<file path="config.mk">
export PLATFORM = sky130hd
export DESIGN_NAME = mlp_layer_sequencer
export DESIGN_NICKNAME = d
export VERILOG_FILES = /design/src/rtl/mlp_layer_sequencer.sv
export SDC_FILE = /design/constraint.sdc
export NUM_CORES = 1
export LEC_CHECK = 0
export CORE_AREA = 5 5 63 71
export CTS_CLUSTER_DIAMETER = 150
export DETAILED_ROUTE_END_ITERATION = 8
export DIE_AREA = 0 0 68 76
export GPL_TIMING_DRIVEN = 0
export PLACE_DENSITY = 0.72
export SETUP_SLACK_MARGIN = 0.5
export SLEW_MARGIN = 20
export SYNTH_ARGS = -nofsm -noshare
export SYNTH_HDL_FRONTEND = slang
export SYNTH_SLANG_ARGS = --single-unit
</file>
<file path="constraint.sdc">
create_clock -name clk -period 1.6 [get_ports clk]
set_input_delay 0.32 -clock clk [delete_from_list [all_inputs] [get_ports clk]]
set_output_delay 0.32 -clock clk [all_outputs]
set_load 0.1 [all_outputs]
</file>
<file path="src/rtl/mlp_layer_sequencer.sv">
// Control FSM for one fully connected MLP layer driving a chunked dot-product accumulator.
// Optional build macro MLP_SEQ_RELU_EN clamps negative neuron results to zero at WRITE capture.
module mlp_layer_sequencer #(
  parameter int SIZE        = 8,
  parameter int DATA_WIDTH  = 16,
  parameter int NUM_NEURONS = 10,
  parameter int NUM_CHUNKS  = 4,
  localparam int NW = (NUM_NEURONS > 2) ? $clog2(NUM_NEURONS) : 1,
  localparam int CW = (NUM_CHUNKS > 2) ? $clog2(NUM_CHUNKS) : 1
) (
  input  logic                         clk,
  input  logic                         reset,
  input  logic                         start,
  output logic                         busy,
  output logic                         done,
  output logic                         dot_reset,
  output logic                         dot_run,
  output logic                         bias_en,
  input  logic                         dot_finished,
  input  logic signed [DATA_WIDTH-1:0] dot_result,
  output logic        [NW-1:0]         neuron_idx,
  output logic        [CW-1:0]         chunk_idx,
  output logic                         out_valid,
  input  logic                         out_ready,
  output logic        [NW-1:0]         out_addr,
  output logic signed [DATA_WIDTH-1:0] out_data
);

  if ((SIZE < 1) || (NUM_NEURONS < 1) || (NUM_CHUNKS < 1)) begin : g_param_err
    $error("mlp_layer_sequencer: SIZE, NUM_NEURONS and NUM_CHUNKS must all be >= 1");
  end

  localparam logic [NW-1:0] LAST_N = NW'(NUM_NEURONS - 1);
  localparam logic [CW-1:0] LAST_C = CW'(NUM_CHUNKS - 1);

  typedef enum logic [2:0] {
    S_IDLE  = 3'd0,
    S_CLEAR = 3'd1,
    S_RUN   = 3'd2,
    S_DRAIN = 3'd3,
    S_WRITE = 3'd4,
    S_DONE  = 3'd5
  } state_e;

  state_e                         state_q;
  logic                           busy_q;
  logic                           done_q;
  logic                           dot_reset_q;
  logic                           dot_run_q;
  logic                           bias_en_q;
  logic                           out_valid_q;
  logic        [NW-1:0]           neuron_q;
  logic        [CW-1:0]           chunk_q;
  logic signed [DATA_WIDTH-1:0]   out_data_q;
  logic signed [DATA_WIDTH-1:0]   capture_d;

  // Activation applied to the accumulated neuron value at the moment it is latched for writing.
  function automatic logic signed [DATA_WIDTH-1:0] shape_result(
    input logic signed [DATA_WIDTH-1:0] v
  );
`ifdef MLP_SEQ_RELU_EN
    if (v[DATA_WIDTH-1] == 1'b1) begin
      return {DATA_WIDTH{1'b0}};
    end else begin
      return v;
    end
`else
    return v;
`endif
  endfunction

  // Value to latch into out_data on the DRAIN->WRITE transition.
  always_comb begin
    capture_d = shape_result(dot_result);
  end

  // Layer sequencing FSM; every output is a register updated here.
  always_ff @(posedge clk) begin
    if (reset) begin
      state_q     <= S_IDLE;
      busy_q      <= 1'b0;
      done_q      <= 1'b0;
      dot_reset_q <= 1'b0;
      dot_run_q   <= 1'b0;
      bias_en_q   <= 1'b1;
      out_valid_q <= 1'b0;
      neuron_q    <= {NW{1'b0}};
      chunk_q     <= {CW{1'b0}};
      out_data_q  <= {DATA_WIDTH{1'b0}};
    end else begin
      done_q      <= 1'b0;
      dot_reset_q <= 1'b0;
      case (state_q)
        S_IDLE: begin
          if (start) begin
            state_q     <= S_CLEAR;
            busy_q      <= 1'b1;
            dot_reset_q <= 1'b1;
            neuron_q    <= {NW{1'b0}};
            chunk_q     <= {CW{1'b0}};
            bias_en_q   <= 1'b1;
          end else begin
            state_q <= S_IDLE;
          end
        end
        S_CLEAR: begin
          state_q   <= S_RUN;
          dot_run_q <= 1'b1;
        end
        S_RUN: begin
          if (dot_finished) begin
            state_q   <= S_DRAIN;
            dot_run_q <= 1'b0;
          end else begin
            state_q <= S_RUN;
          end
        end
        // Waiting for finished to fall guarantees the accumulator sees a fresh rising edge per chunk.
        S_DRAIN: begin
          if (!dot_finished) begin
            if (chunk_q < LAST_C) begin
              state_q   <= S_RUN;
              chunk_q   <= chunk_q + CW'(1);
              bias_en_q <= 1'b0;
              dot_run_q <= 1'b1;
            end else begin
              state_q     <= S_WRITE;
              out_valid_q <= 1'b1;
              out_data_q  <= capture_d;
            end
          end else begin
            state_q <= S_DRAIN;
          end
        end
        S_WRITE: begin
          if (out_ready) begin
            out_valid_q <= 1'b0;
            if (neuron_q < LAST_N) begin
              state_q     <= S_CLEAR;
              neuron_q    <= neuron_q + NW'(1);
              chunk_q     <= {CW{1'b0}};
              bias_en_q   <= 1'b1;
              dot_reset_q <= 1'b1;
            end else begin
              state_q <= S_DONE;
              done_q  <= 1'b1;
            end
          end else begin
            state_q <= S_WRITE;
          end
        end
        S_DONE: begin
          state_q <= S_IDLE;
          busy_q  <= 1'b0;
        end
        default: begin
          state_q     <= S_IDLE;
          busy_q      <= 1'b0;
          dot_run_q   <= 1'b0;
          bias_en_q   <= 1'b1;
          out_valid_q <= 1'b0;
          neuron_q    <= {NW{1'b0}};
          chunk_q     <= {CW{1'b0}};
        end
      endcase
    end
  end

  assign busy       = busy_q;
  assign done       = done_q;
  assign dot_reset  = dot_reset_q;
  assign dot_run    = dot_run_q;
  assign bias_en    = bias_en_q;
  assign neuron_idx = neuron_q;
  assign chunk_idx  = chunk_q;
  assign out_valid  = out_valid_q;
  assign out_addr   = neuron_q;
  assign out_data   = out_data_q;

endmodule
</file>
==> results.sh, run 1 <==
export IMPL_htreeDepth=2
export IMPL_n_fill_cell=167
export IMPL_place_port_buffers=52
export IMPL_netlist_instances=162
export IMPL_finalHoldViolations=0
export IMPL_route_vias_total=1583
export IMPL_yosys_warnings=0
export IMPL_cts_tree="built"
export IMPL_grt_pass1_wl_mm=6.77
export IMPL_cp_max_fo=3
export IMPL_worstSetupPathType="flop to flop"
export IMPL_use_met2_pct=28.9
export IMPL_place_inst=266
export IMPL_grt_max_degree=11
export IMPL_yosysUniqueCellTypes=34
export IMPL_nets=285
export IMPL_cts_sinks=31
export IMPL_layout_cells_non_filler=314
export IMPL_dieArea_um2=5170
export IMPL_insertion_delay_ns=0.29
export IMPL_setup_violations=0
export IMPL_place_hpwl_mm=2.48
export IMPL_drc=0
export IMPL_ys_ff_latch=31
export IMPL_clk_pin_slew_ns=0.07
export IMPL_vdd_ir_drop_worst_v=0.000672
export IMPL_worstMarginPinSlew_ns=0.416
export IMPL_skew_ns=0.00613
export IMPL_rows=24
export IMPL_final_cell_mix="buf_12, buf_4, buf_6"
export IMPL_overflow=0
export IMPL_grt_pass1_vias=1478
export IMPL_avgSynthCellArea_um2=8.20
export IMPL_drt_pre_antenna_iters=4
export IMPL_powerDensity_nw_per_um2=586
export IMPL_critPathLaunchType="flop"
export IMPL_start_util_pct=35.4
export IMPL_arrival_ns=1.73
export IMPL_grt_busiest_layer="met2"
export IMPL_drive_gt1_share_pct=67.6
export IMPL_drt_total_wl_mm=5.63
export IMPL_drv_cap=0
export IMPL_min_delay_path_class="input port to flop"
export IMPL_grtUsageTotal_pct=17.1
export IMPL_fin_crit_sh_pct=95.3
export IMPL_ff2ff_path_depth=6
export IMPL_ys_seq_area_share_pct=46.7
export IMPL_final_common_cell="buf_12"
export IMPL_timing_critical_path_to_type="flop"
export IMPL_gp_congestion=0.758
export IMPL_clk_path_buf_depth=2
export IMPL_viasPerCell=5.04
export IMPL_die_height_um=76
export IMPL_antenna_found_initial=0
export IMPL_postRouteAntennaNets=0
export IMPL_fin_util_pct=85.2
export IMPL_io_pin_count=53
export IMPL_area_delta_synth_final_pct=141
export IMPL_die_w_um=68
export IMPL_max_slew_margin_pct=72.3
export IMPL_period_minus_slack_ns=1.53
export IMPL_synth_area_um2=1330
export IMPL_met1_usage_pct=17.9
export IMPL_syn_num_nets=186
export IMPL_antenna_cells=0
export IMPL_grt_use_met3_pct=8.11
export IMPL_required_ns=1.80
export IMPL_core_um2=3750
export IMPL_whs_path_depth=2
export IMPL_p_leak_nw=1.27
export IMPL_clockRootBuffer="clkbuf_8"
export IMPL_cts_hold_buf=0
export IMPL_drv_slew=0
export IMPL_status="finished, final reports clean"
export IMPL_first_iter_violations=75
export IMPL_wire_per_inst_um=17.9
export IMPL_numCtsBuffers=5
export IMPL_rsz0062_at_grt="true"
export IMPL_fmax_mhz=656
-- path summary, 6_finish.rpt --
check	from	to	slack (ns)
setup reg to reg	neuron_idx[0]$_SDFFE_PP0P_	neuron_idx[2]$_SDFFE_PP0P_	0.07
setup / recovery	neuron_idx[0]$_SDFFE_PP0P_	neuron_idx[2]$_SDFFE_PP0P_	0.07
hold reg to reg	out_data[1]$_SDFFE_PP0P_	out_data[1]$_SDFFE_PP0P_	0.48
hold / removal	out_ready	done$_SDFF_PP0_	0.39
-- logic make-up (layout without fill, tap and decap cells) --
| family | after synthesis | in the layout | share of synthesized area (%) |
|---|---|---|---|
| buf+inv | 18 | 118 | 6.40 |
| compound gates | 42 | 42 | 18.7 |
| fa+ha+maj | 3 | 3 | 2.83 |
| flops | 31 | 31 | 46.7 |
| mux | 2 | 2 | 1.60 |
| simple gates | 66 | 66 | 23.7 |
-- layout make-up --
| class | instances | area (um2) | share of cell area (%) |
|---|---|---|---|
| timing repair buffer | 92 | 1220 | 38.2 |
| multi-input combinational | 113 | 913 | 28.6 |
| sequential | 31 | 694 | 21.7 |
| buffer | 13 | 168 | 5.24 |
| clock buffer | 7 | 108 | 3.37 |
| tap | 52 | 65.1 | 2.04 |
| inverter | 5 | 23.8 | 0.744 |
| clock inverter | 1 | 5.00 | 0.157 |
-- repair_timing --
item,CTS,global route
gates cloned,1,1
resized for setup,314,96
setup buffers,17,21
pin swaps,4,24
endpoints found under the setup margin,63,63
-- worst max-delay path: stages (launching register included) --
cell and delay, ns:
dfxtp_4 0.36, inv_4 0.06, ha_4 0.13, nand2b_4 0.07, a211o_1 0.31, or3_1 0.34
a211oi_2 0.18
-- registers in the layout, summed over array words and instances (netlist names) --
register	flops
out_valid	1
out_data	16
dot_run	1
dot_reset	1
busy	1
done	1
neuron_idx	4
chunk_idx	2
bias_en	1
state_q	3
-- metrics by stage --
stage	setup WS (ns)	setup TNS (ns)	hold slack, ns	power [W]	instance area (um2)
floorplan	0.0192	0	0.449	0.000929	1470
global placement	-0.366	-13.55	0.438	0.00102	2050
detailed placement	-0.361	-13.52	0.443	0.00102	2050
CTS	0.117	0	0.476	0.00180	2700
global route	0.0283	0	0.375	0.00194	3200
finish	0.0746	0	0.394	0.00187	3200
-- power by group --
group,internal [W],total [W],switching (W)
combinational,0.000163,0.000336,0.000174
sequential,0.000766,0.000785,0.0000184
clock,0.000441,0.000753,0.000313
-- metal layers --
metal	routed length (um)	vias to the layer above
li1	-	753
met1	1900	768
met2	3240	53
met3	396	9
met4	94	0
met5	0	-
-- cells in the mapped netlist --
cell	number	area, um2
a211o_1	1	8.76
a211oi_1	2	15.0
a21boi_0	2	15.0
a21o_1	1	7.51
a21oi_1	23	115
a22oi_1	2	15.0
a41oi_1	1	8.76
and3b_1	1	8.76
buf_2	1	5.00
buf_4	4	30.0
clkbuf_1	7	26.3
clkbuf_2	1	5.00
dfxtp_1	31	621
ha_1	3	37.5
inv_1	5	18.8
mux2_2	1	11.3
mux2i_1	1	10.0
nand2_1	36	135
nand2b_1	2	12.5
nand2b_4	1	13.8
nand3_1	4	20.0
nor2_1	7	26.3
nor2b_1	3	18.8
nor3_1	4	20.0
nor3b_1	2	15.0
nor4_1	2	12.5
nor4b_1	2	17.5
o2111ai_1	1	8.76
o21ai_0	6	30.0
o22a_1	1	8.76
o2bb2ai_1	1	8.76
o31ai_1	1	7.51
or3_1	1	6.26
or3b_2	1	8.76
(Power assumes the default switching activity.)
==> run 2, diff against run 1 <==
CAP_MARGIN = 20   (was not set)
CTS_CLUSTER_DIAMETER = not set   (was 150)
HOLD_SLACK_MARGIN = 0.1   (was not set)
==> results of run 2 <==
Same layout as run 1: the final DEF is identical, and so are final timing and power.
